===== src/rtl/spi_slave_sync.sv =====
`default_nettype none
// ============================================================================
//  Module   : spi_slave_sync
//  Purpose  : Fully synchronous SPI responder. SPI_SCLK, CS and MOSI are
//             oversampled on clk, so SPI_SCLK never clocks any flop. Supports
//             CPOL/CPHA modes 0-3 and 8/16/24/32-bit frames, MSB first.
//  Revision : 1.0  initial release
// ----------------------------------------------------------------------------
//  Ports
//    clk                 system clock, f_clk >= 8 x f_SCLK
//    rst                 asynchronous active-high reset
//    SPI_SCLK, CS, MOSI  SPI pins from the master (CS active low)
//    MISO                slave-out data, default_val while not busy
//    tx_data   [31:0]    word to send, captured at frame start
//    tx_load             1-cycle pulse when tx_data is captured
//    rx_data   [31:0]    last correctly received word, right-aligned
//    rx_valid            1-cycle pulse when rx_data updates
//    rx_err              1-cycle pulse when a frame had the wrong bit count
//    busy                high while a frame is in progress
//    transaction_length  00=8, 01=16, 10=24, 11=32 bits
//    CPOL, CPHA          SPI mode
//    default_val         idle MISO level and tx fill bit
// ============================================================================
module spi_slave_sync #(
  parameter int SYNC_STAGES = 2
) (
  input  logic        clk,
  input  logic        rst,
  input  logic        SPI_SCLK,
  input  logic        CS,
  input  logic        MOSI,
  output logic        MISO,
  input  logic [31:0] tx_data,
  output logic        tx_load,
  output logic [31:0] rx_data,
  output logic        rx_valid,
  output logic        rx_err,
  output logic        busy,
  input  logic [1:0]  transaction_length,
  input  logic        CPOL,
  input  logic        CPHA,
  input  logic        default_val
);

  // Cycles WAIT_HIGH lets the CS pipeline refill with post-reset pin samples
  // before trusting it, since the CS flops reset to the inactive level.
  localparam int       c_FLUSH   = SYNC_STAGES + 1;
  localparam logic [7:0] c_FLUSH_V = 8'(c_FLUSH);
  localparam logic [5:0] c_CNT_MAX = 6'd63;

  typedef enum logic [1:0] {
    ST_WAIT_HIGH = 2'd0,
    ST_IDLE      = 2'd1,
    ST_ACTIVE    = 2'd2,
    ST_DONE      = 2'd3
  } state_t;

  // --------------------------------------------------------------------------
  // Input synchronisers plus one delayed copy for edge detection
  // --------------------------------------------------------------------------
  logic [SYNC_STAGES-1:0] r_sclk_sync;
  logic [SYNC_STAGES-1:0] r_cs_sync;
  logic [SYNC_STAGES-1:0] r_mosi_sync;
  logic                   r_sclk_d;
  logic                   r_cs_d;

  always_ff @(posedge clk or posedge rst) begin
    if (rst) begin
      r_sclk_sync <= '0;
      r_cs_sync   <= '1;
      r_mosi_sync <= '0;
      r_sclk_d    <= 1'b0;
      r_cs_d      <= 1'b1;
    end else begin
      r_sclk_sync <= {r_sclk_sync[SYNC_STAGES-2:0], SPI_SCLK};
      r_cs_sync   <= {r_cs_sync[SYNC_STAGES-2:0], CS};
      r_mosi_sync <= {r_mosi_sync[SYNC_STAGES-2:0], MOSI};
      r_sclk_d    <= r_sclk_sync[SYNC_STAGES-1];
      r_cs_d      <= r_cs_sync[SYNC_STAGES-1];
    end
  end

  logic w_sclk_s, w_cs_s, w_mosi_s;
  logic w_sclk_rise, w_sclk_fall, w_cs_fall, w_cs_rise, w_cs_all_high;

  assign w_sclk_s      = r_sclk_sync[SYNC_STAGES-1];
  assign w_cs_s        = r_cs_sync[SYNC_STAGES-1];
  // MOSI goes through the same depth as SCLK, so at a detected SCLK edge
  // w_mosi_s is the data line as it was when the pin edge occurred.
  assign w_mosi_s      = r_mosi_sync[SYNC_STAGES-1];
  assign w_sclk_rise   =  w_sclk_s & ~r_sclk_d;
  assign w_sclk_fall   = ~w_sclk_s &  r_sclk_d;
  assign w_cs_fall     = ~w_cs_s   &  r_cs_d;
  assign w_cs_rise     =  w_cs_s   & ~r_cs_d;
  assign w_cs_all_high = (&r_cs_sync) & r_cs_d;

  // --------------------------------------------------------------------------
  // Frame state
  // --------------------------------------------------------------------------
  state_t      r_state;
  logic [7:0]  r_flush;
  logic        r_cpol;
  logic        r_cpha;
  logic [1:0]  r_len;
  logic [5:0]  r_cnt;
  logic [31:0] r_rx_shift;
  logic [31:0] r_tx_shift;
  logic        r_miso;
  logic        r_busy;
  logic        r_tx_load;
  logic        r_rx_valid;
  logic        r_rx_err;
  logic [31:0] r_rx_data;

  logic        w_sample;
  logic        w_shift;
  logic [5:0]  w_n;
  logic [31:0] w_tx_aligned;

  // Modes 0 and 3 sample on rising SCLK, modes 1 and 2 on falling SCLK.
  assign w_sample = (r_cpol ^ r_cpha) ? w_sclk_fall : w_sclk_rise;
  assign w_shift  = (r_cpol ^ r_cpha) ? w_sclk_rise : w_sclk_fall;
  assign w_n      = {1'b0, r_len, 3'b000} + 6'd8;

  // Frame bits moved to the top of the tx register; the vacated low bits are
  // preloaded with the fill level so MISO settles at default_val once the
  // frame's bits have all been shifted out.
  always_comb begin
    w_tx_aligned = tx_data;
    case (transaction_length)
      2'b00:   w_tx_aligned = {tx_data[7:0],  {24{default_val}}};
      2'b01:   w_tx_aligned = {tx_data[15:0], {16{default_val}}};
      2'b10:   w_tx_aligned = {tx_data[23:0], {8{default_val}}};
      default: w_tx_aligned = tx_data;
    endcase
  end

  always_ff @(posedge clk or posedge rst) begin
    if (rst) begin
      r_state    <= ST_WAIT_HIGH;
      r_flush    <= 8'd0;
      r_cpol     <= 1'b0;
      r_cpha     <= 1'b0;
      r_len      <= 2'b00;
      r_cnt      <= 6'd0;
      r_rx_shift <= 32'd0;
      r_tx_shift <= 32'd0;
      r_miso     <= 1'b0;
      r_busy     <= 1'b0;
      r_tx_load  <= 1'b0;
      r_rx_valid <= 1'b0;
      r_rx_err   <= 1'b0;
      r_rx_data  <= 32'd0;
    end else begin
      r_tx_load  <= 1'b0;
      r_rx_valid <= 1'b0;
      r_rx_err   <= 1'b0;

      case (r_state)
        ST_WAIT_HIGH: begin
          if (r_flush != c_FLUSH_V) begin
            r_flush <= r_flush + 8'd1;
          end else if (w_cs_all_high) begin
            r_state <= ST_IDLE;
          end
        end

        ST_IDLE: begin
          if (w_cs_fall) begin
            r_state    <= ST_ACTIVE;
            r_busy     <= 1'b1;
            r_cpol     <= CPOL;
            r_cpha     <= CPHA;
            r_len      <= transaction_length;
            r_tx_load  <= 1'b1;
            r_cnt      <= 6'd0;
            r_rx_shift <= 32'd0;
            if (CPHA) begin
              // First shift edge will present bit N-1.
              r_miso     <= default_val;
              r_tx_shift <= w_tx_aligned;
            end else begin
              // Bit N-1 must be on the line before the first sample edge.
              r_miso     <= w_tx_aligned[31];
              r_tx_shift <= {w_tx_aligned[30:0], default_val};
            end
          end
        end

        ST_ACTIVE: begin
          // A CS rise wins over any coincident SCLK edge.
          if (w_cs_rise) begin
            r_state <= ST_DONE;
          end else begin
            if (w_sample) begin
              r_rx_shift <= {r_rx_shift[30:0], w_mosi_s};
              if (r_cnt != c_CNT_MAX) begin
                r_cnt <= r_cnt + 6'd1;
              end
            end
            if (w_shift) begin
              r_miso     <= r_tx_shift[31];
              r_tx_shift <= {r_tx_shift[30:0], default_val};
            end
          end
        end

        ST_DONE: begin
          r_state <= ST_IDLE;
          r_busy  <= 1'b0;
          if (r_cnt == w_n) begin
            r_rx_data  <= r_rx_shift;
            r_rx_valid <= 1'b1;
          end else begin
            r_rx_err   <= 1'b1;
          end
        end

        default: begin
          r_state <= ST_WAIT_HIGH;
          r_busy  <= 1'b0;
        end
      endcase
    end
  end

  assign MISO     = r_busy ? r_miso : default_val;
  assign busy     = r_busy;
  assign tx_load  = r_tx_load;
  assign rx_data  = r_rx_data;
  assign rx_valid = r_rx_valid;
  assign rx_err   = r_rx_err;

endmodule
`default_nettype wire


===== config.mk =====
export PLATFORM = sky130hd
export DESIGN_NAME = spi_slave_sync
export DESIGN_NICKNAME = d
export VERILOG_FILES = /design/src/rtl/spi_slave_sync.sv
export SDC_FILE = /design/constraint.sdc
export NUM_CORES = 1
export LEC_CHECK = 0
export BUFFER_PORTS_ARGS = -buffer_cell sky130_fd_sc_hd__buf_2
export CORE_MARGIN = 3
export CORE_UTILIZATION = 45
export CTS_CLUSTER_SIZE = 40
export DETAILED_ROUTE_END_ITERATION = 10
export PLACE_DENSITY = 0.7
export RECOVER_POWER = 25
export REMOVE_ABC_BUFFERS = 1
export SLEW_MARGIN = 5
export SYNTH_ARGS = -nofsm -noshare
export SYNTH_HDL_FRONTEND = slang
export SYNTH_SLANG_ARGS = --single-unit

===== constraint.sdc =====
create_clock -name clk -period 8.5 [get_ports clk]
set_input_delay 1.7 -clock clk [delete_from_list [all_inputs] [get_ports clk]]
set_output_delay 1.7 -clock clk [all_outputs]
set_load 0.01 [all_outputs]

==> results.md, run 1 <==
- Startpoint type of the worst setup path: primary input
- Hold Crit Class: register to register
- P per Cell Area: 277 nW/um^2
- Commonest non-fill, non-tap cell in the layout: dfrtp_1
- Cell-internal power: 1380 uW
- Primary FF master, synth: dfrtp_1
- Outcome: finished, violations left
- Die footprint: 16000 um^2
- Standard-cell rows: 43
- CTS tree: yes
- Postcts setup bufs: 0
- Core area: 14000 um^2
- Unrepaired setup endpoints after global routing: false
- Violations in the final reports: max-capacitance violations, max-slew violations
- Setup Viol. Count Final: 0
- Clk sink count: 129
- Initial core utilization: 46.6%
- Finished Core Util: 53.4%
- Die width: 127 um
- Pre-CTS WS: 4470 ps
- Worst-Skew Late Latency: 410 ps
- Fmax: 248 MHz
- Number of H-tree levels: 4
- Footprint of the multi-input gates: 3000 um^2
- Arrival time at the worst endpoint: 2330 ps
- Clock slew at reported path FFs: 60 ps
- Clock Power Share: 34.4%
- Ports: 79
- Worst-Margin Slew: 1950 ps
- Critical path class: primary input to primary output
- Number of CTS-inserted buffers: 17
- Syn avg cell area: 10.1 um^2
- Synth cell types: 52
- GRT Overall Usage: 18.1%
- Gpl congestion: 0.852
- Filler instances: 1241
- Minimum clock period: 4030 ps
- VDD IR max: 137 uV
- CTS Buffer Depth: 2
- Total grt overflow: 0
- Post-synth design cell area: 6540 um^2
- Most frequent cells in the layout: dfrtp_1 (126), nand2_1 (117), buf_2 (77)
- Avg WL per Cell: 15.6 um
- Clk root buf: clkbuf_16
- Iter 0 DRT Violations: 419
- Ant. Diodes: 0
- # DRC: 0
- First-pass GRT wire length: 23.8 mm
- Part of the cycle the worst path needs: 47.4%
- Final HPWL DP: 9.09 mm
- Via Count: 4968
- Crit end category: primary output
- Initial antenna violation count: 0
- Seq pwr share: 38.2%
- Area growth, synth to finish: 14.5%
- FF-to-FF path depth: 8
- Final Hold Fails: 0
- Final TNS setup: 0 ps
- Largest net degree at the start of global routing: 87
- Post-CTS sizing: 0
- DRT Pass-1 Iters: 5
- Crit Path Max Fanout: 16
- Vias in the first global route: 4781
- Sequential cell area: 3230 um^2
- Via density: 5.55
- Synth Warn #: 0
- Final wirelength: 14.0 mm
- FF+latch count, synth: 129
- Hold Path Depth: 0
- Sw Pwr: 701 uW
- DRT antenna net count: 0
- Sw Share: 33.7%
- Async S/R FF share, synth: 100%
- Post-route setup slack: 4470 ps
- Flop-to-flop setup slack: 5340 ps
- Final net count: 752
- Slew headroom: -29.7%
- Worst Clk Skew: 10.2 ps
- Combinational Power Share: 27.4%
- # Max-Cap Violations: 2
- Post-synth EDFFs: 0
- Final Slew Violations: 85
- Cells after Synth: 645
- Layout cell share with drive strength beyond 1: 24.8%
- Worst path required time: 6800 ps
- Die H: 127 um
- PortBufs: 78
- Seq/Total Area, Yosys: 49.4%
- Hold-fix buffers, CTS: 0
- Leakage power: 0.00347 uW
==> per-layer routing <==
metal,part of all wire [%],track usage [%],up-vias
li1,-,-,2411
met1,46,25.6,2374
met2,47,27.7,169
met3,6.1,4.59,14
met4,0.89,5.36,0
met5,0,0,-
==> kinds of logic after synthesis <==
group / after synthesis / share of synthesized area [%]
multiplexers: 81 / 14.4
XOR/XNOR: 11 / 1.59
adder cells (fa/ha/maj): 8 / 1.53
flip-flops: 129 / 49.4
AO/OA/AOI/OAI: 171 / 15.8
buffers and inverters: 55 / 4.82
AND/OR/NAND/NOR: 190 / 12.4
==> power by group through the flow <==
stage               combinational [uW]  sequential [uW]  clock (uW)
floorplan                          416              786           0
global placement                   558              798           0
detailed placement                 579              802           0
CTS                                579              794         733
global route                       645              806         762
finish                             569              794         714
==> area by class of cell <==
| type | instances | share of cell area, % |
|---|---|---|
| multi-input combinational | 461 | 40.0 |
| inverter | 12 | 0.618 |
| tap | 180 | 3.01 |
| clock buffer | 21 | 6.01 |
| sequential | 129 | 43.1 |
| clock inverter | 11 | 1.72 |
| timing repair buffer | 81 | 5.49 |
==> synthesized netlist by cell type, types with 3 or more instances <==
master	n	area [um^2]
a211oi_1	8	60.1
a21oi_1	22	110
a221oi_1	4	35.0
a311oi_1	9	78.8
a31oi_1	3	18.8
and3_1	3	18.8
buf_2	14	70.1
buf_4	8	60.1
buf_6	8	90.1
clkbuf_1	12	45.0
dfrtp_1	126	3150
dfstp_2	3	78.8
ha_1	8	100
inv_1	11	41.3
mux2_2	51	574
mux2i_1	23	230
mux4_2	5	113
nand2_1	116	435
nand2b_1	8	50.1
nand3_1	10	50.1
nand4_1	6	37.5
nor2_1	32	120
nor2b_1	5	31.3
o21a_1	8	60.1
o21ai_0	66	330
o21ai_1	20	100
o221ai_1	4	35.0
o22ai_1	14	87.6
xnor2_1	7	61.3
xor2_1	3	26.3
==> critical path: stages <==
cell    delay [ps]
buf_2          200
mux2_2         290
buf_2          140
==> state kept, by name, summed over array words and instances (netlist names), 2 cells and up <==
signal,flops
r_cnt,6
r_cs_sync,2
r_flush,8
r_len,2
r_mosi_sync,2
r_rx_shift,32
r_sclk_sync,2
r_state,2
r_tx_shift,32
rx_data,32
==> stage by stage <==
stage,hold slack (ps),std cells,instance area [um^2],total power [uW]
floorplan,331,602,6270,1200
global placement,337,863,6920,1360
detailed placement,338,863,6920,1380
CTS,361,895,7500,2110
global route,363,895,7490,2210
finish,359,895,7490,2080
==> path summary, 6_finish.rpt <==
check | from | to
min in group asynchronous | rst | rx_data[30]
setup reg to reg | r_state[0] | r_tx_shift[30]
max in group asynchronous | rst | r_miso
setup / recovery | default_val | MISO
hold reg to reg | r_mosi_sync[0] | r_mosi_sync[1]
hold / removal | r_mosi_sync[0] | r_mosi_sync[1]
(Power assumes the default switching activity.)
==> inputs of run 2 (changes only) <==
Clock period 8.5 ns to 3.8 ns, I/O delays scaled along.
==> run 2 against run 1 <==
Compared with the run above: the run still ends with max-capacitance violations, max-slew violations left; via count up 0.76%; flip-flop and latch count unchanged; critical path depth is 5 higher; setup slack lost 3200 ps; wire length rose by 3.3%; non-clock buffer count grew 5; final cell count is 0.45% higher; utilization increased by 0.70 points; critical endpoint is now r_tx_shift[8]; largest cell class unchanged.
==> results.md, run 2 (synthesis results as in run 1) <==
- First-pass GRT wire length: 25.1 mm
- Hold Crit Class: register to register
- Standard-cell rows: 43
- Final Slew Violations: 81
- Finished Core Util: 54.1%
- Setup Viol. Count Final: 0
- Ports: 79
- Post-CTS sizing: 0
- Cells along the critical path: inv_1 -> ha_2 -> buf_4 -> nor2b_1 -> o21ai_0 -> a21oi_1 -> a2111oi_0 -> nor2_1
- Number of CTS-inserted buffers: 17
- Gpl congestion: 0.911
- Final net count: 757
- Violations in the final reports: max-capacitance violations, max-slew violations
- Iter 0 DRT Violations: 465
- Largest net degree at the start of global routing: 82
- Slowest stage delay, CP: 600 ps
- Placed cells: 868
- Final TNS setup: 0 ps
- DRT Pass-1 Iters: 5
- Final Hold Fails: 0
- Number of H-tree levels: 4
- Arrival time at the worst endpoint: 2800 ps
- Worst Clk Skew: 10.6 ps
- Worst path bufs/invs: 2
- Post-route insts no fill: 899
- Die footprint: 16000 um^2
- Vias in the first global route: 5059
- Die width: 127 um
- CTS tree: yes
- Critical-path top delay cell: buf_4
- Worst path required time: 4080 ps
- GRT Overall Usage: 19.1%
- Crit Path Max Fanout: 62
- VDD IR max: 315 uV
- Outcome: finished, violations left
- Part of the cycle the worst path needs: 66.3%
- Clock slew at reported path FFs: 60 ps
- # DRC: 0
- # Max-Cap Violations: 1
- Leakage power: 0.00353 uW
- Total grt overflow: 0
- Clk root buf: clkbuf_16
- Filler instances: 1210
- Critical path class: register to register
- Die H: 127 um
- Final wirelength: 14.4 mm
- Core area: 14000 um^2
- Worst-Skew Late Latency: 420 ps
- Clk sink count: 129
- Fmax: 397 MHz
- Unrepaired setup endpoints after global routing: false
- Avg WL per Cell: 16.1 um
- Initial antenna violation count: 0
- CTS Buffer Depth: 2
- Hold-fix buffers, CTS: 0
- Postcts setup bufs: 0
- Final HPWL DP: 9.47 mm
- Crit-path leading delay family: buffers and inverters
- Slew headroom: -8.90%
- Commonest non-fill, non-tap cell in the layout: dfrtp_1
- Startpoint type of the worst setup path: register
- Worst-Margin Slew: 1630 ps
- Design Power: 4830 uW
- Initial core utilization: 46.6%
- Via Count: 5006
- P per Cell Area: 636 nW/um^2
- DRT antenna net count: 0
- Layout cell share with drive strength beyond 1: 25.9%
- Minimum clock period: 2520 ps
- Crit end category: register
- Ant. Diodes: 0
- Area growth, synth to finish: 16.0%
- PortBufs: 78
- Min Hold Slack: 353 ps
- Via density: 5.57
- Most frequent cells in the layout: dfrtp_1 (126), nand2_1 (116), buf_2 (78)
run 2: cell types whose count changed in the layout (fill, tap and decap cells not counted), sizes merged:
cell,change
buf,+6
clkbuf,-3
bufinv,+2
clkinv,-2
inv,+1
run 2: metrics by stage:
| step | setup slack, ps | cell area, um^2 |
|---|---|---|
| after global routing | 1050 | 7590 |
| after global placement | 1240 | 6970 |
| after detailed placement | 1220 | 6970 |
| after floorplan | -396 | 6270 |
| final | 1280 | 7590 |
| after CTS | 1290 | 7600 |
run 2: layout make-up:
cell class              count  area (um^2)  share of cell area (%)
repair buffers             86          463                    6.10
inverters                  12         45.0                   0.593
well taps                 180          225                    2.97
clock buffers              19          453                    5.97
multi-input cells         461         2990                    39.4
flip-flops and latches    129         3230                    42.6
clock inverters            12          179                    2.36
run 2: worst paths after layout:
check,depth (start not counted),slack (ps),to,start
worst max register to register,8,1280,r_tx_shift[8],r_state[0]
worst min-delay path,0,350,r_mosi_sync[1],r_mosi_sync[0]
max in group asynchronous,3,1890,r_cs_d,rst
worst max-delay path,8,1280,r_tx_shift[8],r_state[0]
worst min register to register,0,350,r_mosi_sync[1],r_mosi_sync[0]
min in group asynchronous,2,850,rx_data[30],rst
run 2: where the power goes:
part           internal, uW  switching [uW]  leakage, uW
registers              1620             158      0.00169
clock network          1130             614     0.000302
logic                   484             818      0.00154
total                  3240            1590      0.00353
run 2: layer usage:
metal  GRT usage (%)  vias to the layer above  part of all wire, %
li1                -                     2412                    -
met1            26.7                     2402                   46
met2            29.5                      173                   46
met3            4.88                       19                  6.8
met4            5.93                        0                  1.3
met5               0                        -                    0
==> inputs of run 3 (changes only) <==
Clock period 3.8 ns to 2.4 ns, I/O delays scaled along.
==> run 3 against run 2 <==
Compared with the run above: the run still ends with max-capacitance violations, max-slew violations left; worst hold slack worse by 190 ps; setup slack lost 1100 ps; combinational power is 65% higher; highest routed layer unchanged.
==> results.md, run 3 (synthesis results as in run 1) <==
- Clk sink count: 129
- Final Slew Violations: 49
- Crit end category: register
- Critical-path top delay cell: a2111oi_0
- Avg WL per Cell: 15.9 um
- Final Hold Fails: 0
- Initial core utilization: 46.6%
- Leakage power: 0.00360 uW
- Cells along the critical path: inv_1 -> ha_1 -> nand3b_1 -> o21ai_2 -> o21ai_2 -> a2111oi_0 -> nor2_1
- Postcts setup bufs: 0
- Via density: 5.66
- Post-CTS sizing: 0
- Met3 WL post-DR: 1.01 mm
- Final wirelength: 14.5 mm
- Outcome: finished, violations left
- Cell area after layout: 7700 um^2
- Die width: 127 um
- Worst Clk Skew: 12.3 ps
- Design Power: 7620 uW
- Area growth, synth to finish: 17.7%
- Crit Path Max Fanout: 14
- DRT antenna net count: 0
- Hold-fix buffers, CTS: 0
- Startpoint type of the worst setup path: register
- # DRC: 0
- Clock slew at reported path FFs: 50 ps
- Largest net degree at the start of global routing: 65
- Standard-cell rows: 43
- Layout cell share with drive strength beyond 1: 26.5%
- Total grt overflow: 0
- Slew headroom: -34.6%
- Initial antenna violation count: 0
- Final net count: 769
- Final HPWL DP: 10.0 mm
- GRT Overall Usage: 18.8%
- Die H: 127 um
- Part of the cycle the worst path needs: 91.1%
- Ports: 79
- Area post-placement: 7090 um^2
- Gpl congestion: 0.895
- Met2 wire length: 6.94 mm
- Number of CTS-inserted buffers: 17
- Number of H-tree levels: 4
- DRT Pass-1 Iters: 6
- PortBufs: 78
- VDD IR max: 502 uV
- Commonest non-fill, non-tap cell in the layout: dfrtp_1
- M1 wire length: 6.27 mm
- Crit-path most repeated cell: o21ai_2
- P per Cell Area: 989 nW/um^2
- Die footprint: 16000 um^2
- Slowest stage delay, CP: 600 ps
- Fmax: 457 MHz
- Setup Viol. Count Final: 0
- Hold Crit Class: primary input to register
- Crit-path leading delay family: compound AO/OA/AOI/OAI gates
- Highest routed layer: met4
- Most frequent cells in the layout: dfrtp_1 (126), nand2_1 (116), buf_2 (78)
- Critical path class: register to register
- Worst path required time: 2670 ps
- Core area: 14000 um^2
- Iter 0 DRT Violations: 324
- # Max-Cap Violations: 1
- CTS Buffer Depth: 2
- Worst path bufs/invs: 1
- CTS tree: yes
- Clk root buf: clkbuf_16
- Worst-Skew Late Latency: 420 ps
- Arrival time at the worst endpoint: 2450 ps
- Minimum clock period: 2190 ps
- First-pass GRT wire length: 24.6 mm
- Via Count: 5159
- Ant. Diodes: 0
- Worst-Margin Slew: 2020 ps
- Unrepaired setup endpoints after global routing: false
- Violations in the final reports: max-capacitance violations, max-slew violations
- Vias in the first global route: 5046
==> run 3: cell types whose count changed in the layout (fill, tap and decap cells not counted) <==
cell,previous run,this run
inv_1,10,11
nor3_2,0,1
buf_12,1,4
nor3_1,2,1
inv_6,3,1
clkbuf_8,2,1
inv_2,2,1
clkinv_4,0,2
clkinvlp_4,3,0
buf_4,7,16
clkbuf_1,0,4
==> run 3: layout make-up <==
class,instances,area (um^2)
Fill cell,1227,6340
Clock buffer,22,454
Inverter,12,45.0
Clock inverter,9,156
Sequential cell,129,3230
Multi-Input combinational cell,461,3000
Timing Repair Buffer,98,591
Tap cell,180,225
==> run 3: per-stage QoR <==
step	setup TNS, ps	setup WS [ps]	utilization, %	hold WS (ps)	cells
global placement	0	175	50.5	341	880
global route	0	20.1	54.9	153	911
floorplan	-272570	-1520	-	331	602
detailed placement	0	143	50.5	348	880
CTS	0	192	54.9	154	911
finish	0	213	54.9	166	911
==> run 3: worst reg2reg max path, delay by kind of cell, from the launching register on <==
| kind | cells | cell delay [ps] |
|---|---|---|
| adder cells (fa/ha/maj) | 1 | 230 |
| buffers and inverters | 1 | 100 |
| AO/OA/AOI/OAI | 3 | 950 |
| flip-flops | 1 | 420 |
| AND/OR/NAND/NOR | 2 | 360 |
==> run 3: per-layer routing <==
metal | vias to the layer above | GRT usage [%]
li1 | 2441 | -
met1 | 2492 | 24.9
met2 | 192 | 29.9
met3 | 34 | 4.93
met4 | 0 | 7.13
met5 | - | 0
==> run 3: path summary, 6_finish.rpt <==
path,depth (start not counted),slack [ps],start,end
min in group asynchronous,2,720,rst,rx_data[28]
max reg2reg,7,210,r_state[1],r_tx_shift[8]
max in group asynchronous,3,480,rst,r_cs_sync[0]
min reg2reg,0,350,r_mosi_sync[0],r_mosi_sync[1]
min,1,170,MOSI,r_mosi_sync[0]
max,7,210,r_state[1],r_tx_shift[8]
==> run 3: power by group <==
part / internal [uW] / switching (uW)
Sequential: 2570 / 243
Clock: 1760 / 904
Combinational: 814 / 1320
